<file path="config.mk">
export PLATFORM = sky130hd
export DESIGN_NAME = sync_counter_n
export DESIGN_NICKNAME = d
export VERILOG_FILES = /design/src/rtl/cnt_pkg.sv /design/src/rtl/sync_counter_tc.sv /design/src/rtl/sync_counter_n.sv
export SDC_FILE = /design/constraint.sdc
export NUM_CORES = 1
export LEC_CHECK = 0
export BUFFER_PORTS_ARGS = -buffer_cell sky130_fd_sc_hd__buf_2
export CAP_MARGIN = 0
export CORE_AREA = 2 2 39 41
export CTS_CLUSTER_DIAMETER = 120
export DETAILED_ROUTE_END_ITERATION = 6
export DIE_AREA = 0 0 41 43
export PLACE_DENSITY = 0.63
export SLEW_MARGIN = 30
export SYNTH_ARGS = -nofsm -noshare
export SYNTH_HDL_FRONTEND = slang
export SYNTH_HIERARCHICAL = 1
export SYNTH_SLANG_ARGS = --single-unit
export TNS_END_PERCENT = 100
</file>
<file path="constraint.sdc">
create_clock -name clk -period 2.4 [get_ports clk]
set_input_delay 0.6 -clock clk [delete_from_list [all_inputs] [get_ports clk]]
set_output_delay 0.6 -clock clk [all_outputs]
set_load 0.03 [all_outputs]
</file>
<file path="src/rtl/cnt_pkg.sv">
// Shared types and next-state helpers for the modulo-N counter family.
package cnt_pkg;

    typedef enum logic {CNT_DOWN = 1'b0, CNT_UP = 1'b1} cnt_dir_t;

    // Next count plus a flag marking a genuine modulus wrap.
    typedef struct packed {
        logic [31:0] val;
        logic        wrp;
    } cnt_next_t;

    // Terminal value for the given direction, masked to the register width.
    function automatic logic [31:0] tc_val(input cnt_dir_t dir,
                                           input int unsigned modulus,
                                           input int unsigned width);
        logic [31:0] mask;
        mask = (width >= 32) ? '1 : ((32'd1 << width) - 32'd1);
        return (dir == CNT_UP) ? ((modulus - 32'd1) & mask) : 32'd0;
    endfunction

    // One counting step. Out-of-range states fold back into range without
    // being reported as a wrap, so ovf only records real modulus rollovers.
    function automatic cnt_next_t next_val(input logic [31:0] q,
                                           input cnt_dir_t dir,
                                           input int unsigned modulus);
        cnt_next_t r;
        r.wrp = 1'b0;
        if (dir == CNT_UP) begin
            if (q == modulus - 32'd1) begin
                r.val = 32'd0;
                r.wrp = 1'b1;
            end else if (q >= modulus) begin
                r.val = 32'd0;
            end else begin
                r.val = q + 32'd1;
            end
        end else begin
            if (q == 32'd0) begin
                r.val = modulus - 32'd1;
                r.wrp = 1'b1;
            end else if (q >= modulus) begin
                r.val = modulus - 32'd1;
            end else begin
                r.val = q - 32'd1;
            end
        end
        return r;
    endfunction

endpackage

</file>
<file path="src/rtl/sync_counter_tc.sv">
// Terminal-count / ripple-carry decode. rco ignores enp so a cascade of
// counters sees carry as soon as the lower stage sits at its terminal value.
module sync_counter_tc
    import cnt_pkg::*;
#(
    parameter int          WIDTH   = 4,
    parameter int unsigned MODULUS = 2**WIDTH
) (
    input  logic [WIDTH-1:0] q,
    input  logic             up,
    input  logic             ent,
    output logic            rco
);

    logic tc;

    // Out-of-range q can never equal 0 or MODULUS-1, so it never raises tc.
    always_comb begin
        tc  = (32'(q) == tc_val(cnt_dir_t'(up), MODULUS, WIDTH));
        rco = ent & tc;
    end

endmodule

</file>
<file path="src/rtl/sync_counter_n.sv">
// Parametrised 163-style synchronous counter with programmable modulus,
// up/down mode, sticky overflow and a registered wrap pulse.
module sync_counter_n
    import cnt_pkg::*;
#(
    parameter int          WIDTH   = 4,
    parameter int unsigned MODULUS = 2**WIDTH,
    parameter int unsigned RST_VAL = 0
) (
    input  logic             clk,
    input  logic             rst,
    input  logic             clr,
    input  logic             load,
    input  logic [WIDTH-1:0] din,
    input  logic             enp,
    input  logic             ent,
    input  logic             up,
    output logic [WIDTH-1:0] q,
    output logic             rco,
    output logic             wrap,
    output logic             ovf
);

    localparam logic [WIDTH-1:0] RST_Q = WIDTH'(RST_VAL);

    cnt_next_t        nx;
    logic [WIDTH-1:0] q_nx;
    logic             cnt_en;

    sync_counter_tc #(
        .WIDTH   (WIDTH),
        .MODULUS (MODULUS)
    ) u_tc (
        .q   (q),
        .up  (up),
        .ent (ent),
        .rco (rco)
    );

    // Candidate next count for this edge's direction.
    always_comb begin
        cnt_en = enp & ent;
        nx     = next_val(32'(q), cnt_dir_t'(up), MODULUS);
        q_nx   = WIDTH'(nx.val);
    end

    // Priority: rst > clr > load > count > hold; wrap is a one-cycle pulse.
    always_ff @(posedge clk) begin
        if (rst || clr) begin
            q    <= RST_Q;
            wrap <= 1'b0;
            ovf  <= 1'b0;
        end else if (load) begin
            q    <= din;
            wrap <= 1'b0;
        end else if (cnt_en) begin
            q    <= q_nx;
            wrap <= nx.wrp;
            if (nx.wrp)
                ovf <= 1'b1;
        end else begin
            wrap <= 1'b0;
        end
    end

endmodule

</file>
==> results_dict.tcl, run 1 <==
set metrics [dict create \
    critPathMaxFanout 9 \
    htree_levels 1 \
    routedWlPerCell_um 11.1 \
    cts_tree "built" \
    powerDensity_nw_per_um2 474 \
    yosysSeqAreaShare_pct 26.0 \
    avgViaCountPerCell 5.16 \
    netlist_area_um2 462 \
    cpLargestDelayFamily "simple AND/OR/NAND/NOR gates" \
    grt_pass1_vias 398 \
    ys_warn_count 6 \
    grt_start_max_net_pins 12 \
    fillerInstances 160 \
    arrival_ps 1650 \
    io_pins 18 \
    clock-sinks 6 \
    core_area_um2 1380 \
    min_period_ps 2250 \
    route.detailed.drc 0 \
    die_height_um 43 \
    crit_slowest_cell "or4_1" \
    row_count 14 \
    routed_wl_um 1020 \
    postCtsSetupBuffers 0 \
    layout_setup_ws_ps 146 \
    critPathBufInv 2 \
    grt_setup_unrepaired "no" \
    critical_path.cell_chain "buf_2 -> or4_1 -> o22ai_1 -> buf_2" \
    start_util_pct 33.4 \
    ant_nets 0 \
    avgSynthCellArea_um2 7.69 \
    seqCellArea_um2 120 \
    end_kind "primary output" \
    setup_tns_ps 0 \
    vdd_drop_max_mv 0.248 \
    synth_edf_count 0 \
    post-dp-hpwl_um 802 \
    cap_violations 0 \
    slew_viol_final 0 \
    synth_cell_types 31 \
    diodes 0 \
    tightestPinTransition_ps 347 \
    fmax_mhz 444 \
    synth_fp_nets 73 \
    nNetsFinal 91 \
    cts.clk_slew.worst_paths_ps 40 \
    skew_ps 0.263 \
    place.gp.congestion 0.690 \
    fin_crit_sh_pct 93.9 \
    antenna_found_initial 0 \
    async_reset_ff_share_pct 0 \
    synthCells 60 \
    multi_input_area_um2 299 \
    grt_overflow 0 \
    first_pass_iters 3 \
    hold_path.class "reg2reg" \
    drive_gt1_share_pct 32.9 \
    ctsHoldBuffers 0 \
    critical_path_class "in2out" \
    crit_path_frequent_cell "buf_2" \
    fp.dieW_um 41 \
    grt_first_pass_wirelength_um 1640 \
    cp.required_ps 1800 \
    dp_worst_setup_slack_ps 144 \
    synthFlopType "dfxtp_1" \
    cts.path.max_buffers 2 \
    final_util_pct 41.1 \
    grt_usage_pct 14.1 \
    slew_headroom_pct 76.8 \
    ctsResizeCount 0 \
    area_growth_syn_to_layout_pct 23.3 \
    die_area_um2 1760 \
    drtIter0Drc 3 \
    cpPeakStageDelay_ps 510 \
    cts_root_buf "clkbuf_4" \
    synth_seq_cells 6 \
    port_buffers 17 \
    via_count 475 \
    crit_path_start_kind "input pin" \
    setup_viol 0 \
    cts_buffers 3 \
    clk_latency_ps 240 \
    outcome "finished, final reports clean" \
    p_leak_nw 0.264 \
    hold_viol_final 0 \
]
registers in the layout (all words and copies together), names as in the netlist:
signal	count
q	4
ovf	1
wrap	1
cells in the mapped netlist (2+ instances only):
library cell  number  area (µm²)
inv_1              4        15.0
o21ai_0            2        10.0
dfxtp_1            6         120
nor2_1             6        22.5
a21oi_1            3        15.0
nor3_1             4        20.0
nand2_1            3        11.3
clkbuf_1           3        11.3
o21a_1             2        15.0
a31oi_1            4        25.0
nand4_1            2        12.5
ha_1               2        25.0
kinds of logic (layout without fill, tap and decap cells):
logic type | after synthesis | after routing | share of synthesized area [%]
buffers and inverters | 9 | 25 | 9.21
DFF | 6 | 6 | 26.0
xor gates and xnor gates | 2 | 2 | 3.79
muxes | 1 | 1 | 2.17
and+or+nand+nor | 22 | 22 | 24.9
adders and majority gates | 2 | 2 | 5.42
AOI/OAI and AO/OA | 18 | 18 | 28.5
layer usage:
layer / track usage (%) / vias up / share of wire (%)
met5: 0 / - / 0
met4: 6.00 / 0 / 0
met3: 8.38 / 0 / 6.5
met2: 19.1 / 16 / 47
met1: 17.5 / 205 / 47
li1: - / 254 / -
per-stage QoR:
stage,hold WS [ps],cells,power [mW],cell area (µm²)
after floorplan,646,60,0.162,462
after global placement,454,89,0.180,547
after detailed placement,454,89,0.181,547
after CTS,466,92,0.276,569
after global routing,482,92,0.291,569
final,462,92,0.270,569
final timing paths:
kind           to  cells after the start  slack [ps]  startpoint
max reg2reg  q[0]                      7         740        q[0]
min reg2reg   ovf                      1         460         ovf
max           rco                      4         150          up
min           ovf                      1         460         ovf
layout by cell type (no fill, tap or decap), types with 2 or more instances in the layout:
cell type   n
nand4_1     2
o21ai_0     2
inv_1       4
a21oi_1     3
nand2_1     3
ha_1        2
a31oi_1     4
nor3_1      4
o21a_1      2
nor2_1      6
clkbuf_4    3
buf_2      17
dfxtp_1     6
final cells by class:
type                    count  share of cell area, %
clock buffers               3                   3.96
inverters                   4                   2.64
multi-input cells          45                   52.5
flip-flops and latches      6                   21.1
well taps                  16                   3.52
repair buffers             18                   16.3
worst reg2reg max path: stages, from the launching register on:
cell,delay (ps)
dfxtp_1,300
buf_4,170
inv_1,60
ha_1,160
or3b_4,390
a21oi_2,130
nor3_1,70
o41ai_2,280
power breakdown:
group          switching [mW]  total (mW)  internal, mW  leakage, nW
clock                  0.0351      0.0916        0.0565       0.0138
sequential            0.00708       0.111         0.104       0.0489
combinational          0.0382      0.0674        0.0293        0.201
total                  0.0804       0.270         0.189        0.264
Power figures use the tool's default switching activity.
==> inputs of run 2 (changes only) <==
--- a/config.mk
+++ b/config.mk
@@ -12,6 +12,7 @@
 export DETAILED_ROUTE_END_ITERATION = 6
 export DIE_AREA = 0 0 41 43
 export PLACE_DENSITY = 0.63
+export REMOVE_ABC_BUFFERS = 1
 export SLEW_MARGIN = 30
 export SYNTH_ARGS = -nofsm -noshare
 export SYNTH_HDL_FRONTEND = slang
==> results_dict.tcl, run 2 (same netlist as run 1, synthesis figures left out) <==
set metrics [dict create \
    cpPeakStageDelay_ps 500 \
    critical_path_class "in2out" \
    min_period_ps 2230 \
    cts_tree "built" \
    cp.required_ps 1800 \
    start_util_pct 33.4 \
    io_pins 18 \
    critPathMaxFanout 9 \
    postCtsSetupBuffers 0 \
    core_area_um2 1380 \
    cts_root_buf "clkbuf_4" \
    setup_tns_ps 0 \
    fin_cells 92 \
    crit_path_start_kind "input pin" \
    cap_violations 0 \
    hold_viol_final 0 \
    dpl.cell_count 89 \
    seqCellArea_um2 120 \
    die_height_um 43 \
    critical_path.cell_chain "buf_2 -> or4_1 -> o22ai_1 -> buf_2" \
    fin_crit_sh_pct 92.9 \
    p_clk_share_pct 34.3 \
    slew_viol_final 0 \
    crit_slowest_cell "or4_1" \
    rrSetupSlack_ps 740 \
    top_register "q" \
    combPwrFrac_pct 24.8 \
    nNetsFinal 91 \
    reg2reg_depth 7 \
    avgViaCountPerCell 5.01 \
    p_leak_nw 0.264 \
    ant_nets 0 \
    final_common_cell "buf_2" \
    cts_buffers 3 \
    tightestPinTransition_ps 360 \
    grt_overflow 0 \
    drtIter0Drc 9 \
    skew_ps 1.94 \
    hp-start "ovf" \
    cts.clk_slew.worst_paths_ps 40 \
    area_growth_syn_to_layout_pct 23.3 \
    end_kind "primary output" \
    first_pass_iters 4 \
    multi_input_area_um2 299 \
    intPower_mw 0.190 \
    die_area_um2 1760 \
    holdPathStages 1 \
    grt_start_max_net_pins 12 \
    clk_latency_ps 240 \
    arrival_ps 1630 \
    grt_pass1_vias 394 \
    slew_headroom_pct 76.0 \
    clock-sinks 6 \
    routedWlPerCell_um 10.7 \
    layout_common_cells "buf_2, nor2_1, dfxtp_1" \
    power.net_switching_mw 0.0821 \
    ctsResizeCount 0 \
    r2r_start "q[0]" \
    place.gp.congestion 0.735 \
    fillerInstances 158 \
    powerDensity_nw_per_um2 478 \
    fmax_mhz 448 \
    pwr-share-seq_pct 40.8 \
    via_count 461 \
    hold_path.class "reg2reg" \
    routed_wl_um 985 \
    cts.path.max_buffers 2 \
    largest_reg_flops 4 \
    fp.dieW_um 41 \
    vdd_drop_max_mv 0.208 \
    grt_usage_pct 13.7 \
    grt_first_pass_wirelength_um 1610 \
    post-dp-hpwl_um 754 \
    diodes 0 \
    worstHoldEndpoint "ovf" \
    htree_levels 1 \
    setup_viol 0 \
    r2r_end "q[0]" \
    drive_gt1_share_pct 32.9 \
    grt_setup_unrepaired "no" \
    antenna_found_initial 0 \
    ctsHoldBuffers 0 \
    row_count 14 \
    outcome "finished, final reports clean" \
    route.detailed.drc 0 \
    swShare_pct 30.2 \
    reg_top3 "q: 4 flops, ovf: 1 flops, wrap: 1 flops" \
    crit_path_frequent_cell "buf_2" \
    port_buffers 17 \
]
[run 2: cell counts in the layout (fill, tap and decap cells not counted)]
Identical to the previous run, type by type.
[run 2: cell type report]
| type | count | area share [%] |
|---|---|---|
| Multi-Input combinational cell | 45 | 52.5 |
| Inverter | 4 | 2.64 |
| Timing Repair Buffer | 18 | 16.3 |
| Clock buffer | 3 | 3.96 |
| Sequential cell | 6 | 21.1 |
| Tap cell | 16 | 3.52 |
[run 2: stage by stage]
| step | util, % | cell area (µm²) | setup WS [ps] | total power [mW] | hold WS [ps] |
|---|---|---|---|---|---|
| 6_report | 41.1 | 569 | 170 | 0.272 | 461 |
| 5_1_grt | 41.1 | 569 | 89.6 | 0.290 | 493 |
| 4_1_cts | 41.1 | 569 | 168 | 0.274 | 463 |
| 3_5_place_dp | 39.5 | 547 | 168 | 0.180 | 456 |
| 3_3_place_gp | 39.5 | 547 | 179 | 0.179 | 446 |
| 2_1_floorplan | - | 434 | 181 | 0.155 | 646 |
[run 2: per-layer routing]
layer	GRT usage (%)	vias to the layer above	share of wire, %
met5	0	-	0
met1	17.0	195	49
met2	19.4	14	45
met3	7.85	0	6.2
met4	4.00	0	0
li1	-	252	-
[run 2: critical path: cells and delay by family]
family	cells	cell delay (ps)
simple gates	1	500
compound gates	1	160
buf+inv	2	360
[run 2: how the worst max path moves through the flow]
stage,end,depth (start not counted),slack [ps],startpoint
after floorplan,rco,2,180,up
after global placement,rco,4,180,up
after detailed placement,rco,4,170,up
after CTS,rco,4,170,up
after global routing,rco,4,90,up
final,rco,4,170,up
[run 2: power by group through the flow]
stage / combinational (mW) / clock (mW) / sequential [mW]
global route: 0.0763 / 0.102 / 0.112
finish: 0.0675 / 0.0934 / 0.111
global placement: 0.0669 / 0 / 0.112
detailed placement: 0.0675 / 0 / 0.113
CTS: 0.0681 / 0.0954 / 0.111
floorplan: 0.0350 / 0 / 0.120
==> inputs of run 3 (changes only) <==
==> constraint.sdc (replaced) <==
create_clock -name clk -period 2.24 [get_ports clk]
set_input_delay 0.56 -clock clk [delete_from_list [all_inputs] [get_ports clk]]
set_output_delay 0.56 -clock clk [all_outputs]
set_load 0.03 [all_outputs]
==> results_dict.tcl, run 3 (same netlist as run 1, synthesis figures left out) <==
set metrics [dict create \
    outcome "finished, final reports clean" \
    cts_root_buf "clkbuf_4" \
    route.detailed.drc 0 \
    seqCellArea_um2 120 \
    vdd_drop_max_mv 0.282 \
    cts.path.max_buffers 2 \
    nNetsFinal 93 \
    powerDensity_nw_per_um2 502 \
    cap_violations 0 \
    grt_overflow 0 \
    critical_path_class "in2out" \
    arrival_ps 1520 \
    die_height_um 43 \
    row_count 14 \
    power_mw 0.293 \
    hold_path.class "reg2reg" \
    ctsResizeCount 0 \
    post-dp-hpwl_um 776 \
    grt_usage_pct 13.2 \
    drtIter0Drc 11 \
    core_area_um2 1380 \
    hold_viol_final 0 \
    start_util_pct 33.4 \
    setup_tns_ps 0 \
    htree_levels 1 \
    drive_gt1_share_pct 34.6 \
    antenna_found_initial 0 \
    layout_common_cells "buf_2, nor2_1, dfxtp_1" \
    avgViaCountPerCell 5.12 \
    cp.required_ps 1680 \
    crit_path_start_kind "input pin" \
    cts_tree "built" \
    routed_wl_um 1010 \
    die_area_um2 1760 \
    grt_first_pass_wirelength_um 1600 \
    routedWlPerCell_um 10.7 \
    grt_start_max_net_pins 12 \
    fillerInstances 138 \
    area_growth_syn_to_layout_pct 26.6 \
    cts_buffers 3 \
    cts.clk_slew.worst_paths_ps 40 \
    place.gp.congestion 0.719 \
    slew_viol_final 0 \
    dpl.cell_count 91 \
    ant_nets 0 \
    port_buffers 17 \
    final_util_pct 42.2 \
    end_kind "primary output" \
    top_register "q" \
    fin_crit_sh_pct 93.1 \
    via_count 481 \
    slew_headroom_pct 75.6 \
    postCtsSetupBuffers 0 \
    fin_cells 94 \
    grt_setup_unrepaired "no" \
    skew_ps 0.270 \
    ctsHoldBuffers 0 \
    setup_viol 0 \
    clk_latency_ps 240 \
    tightestPinTransition_ps 365 \
    diodes 0 \
    final_common_cell "buf_2" \
    multi_input_area_um2 299 \
    min_period_ps 2080 \
    reg_top3 "q: 4 flops, ovf: 1 flops, wrap: 1 flops" \
    fmax_mhz 480 \
    largest_reg_flops 4 \
    critPathMaxFanout 2 \
    first_pass_iters 4 \
    clock-sinks 6 \
    p_leak_nw 0.274 \
    fp.dieW_um 41 \
    grt_pass1_vias 419 \
    io_pins 18 \
]
[run 3: changes by cell type in the layout (fill, tap and decap cells not counted), sizes merged]
cell and delta:
buf +2
[run 3: per-layer routing]
layer	wire [µm]	global-route usage [%]	up-vias
met4	0	4.00	0
li1	-	-	255
met5	0	0	-
met1	482	16.7	213
met2	464	19.4	13
met3	61	6.28	0
[run 3: final timing paths]
path	from	to	slack, ps	cells after the start
worst max-delay path	up	rco	160	4
worst min-delay path	ovf	ovf	460	1
worst max register to register	q[0]	q[0]	580	7
worst min register to register	ovf	ovf	460	1
[run 3: report_power, final]
group | internal, mW | switching, mW | total [mW]
sequential | 0.111 | 0.00591 | 0.117
combinational | 0.0337 | 0.0432 | 0.0769
clock | 0.0606 | 0.0387 | 0.0993
[run 3: cell type report]
class                      count  area share (%)
multi-input combinational     45            51.2
sequential                     6            20.6
timing repair buffer          20            18.4
clock buffer                   3            3.85
tap                           16            3.43
inverter                       4            2.57
[run 3: critical path: stages]
cell	delay [ps]
buf_2	100
or4_1	490
o22ai_1	160
buf_2	210
[run 3: through the flow]
step	hold slack, ps	area, µm²	worst slack [ps]
finish	456	584	156
global placement	446	562	160
floorplan	637	434	101
CTS	459	584	155
global route	502	584	100
detailed placement	448	562	163
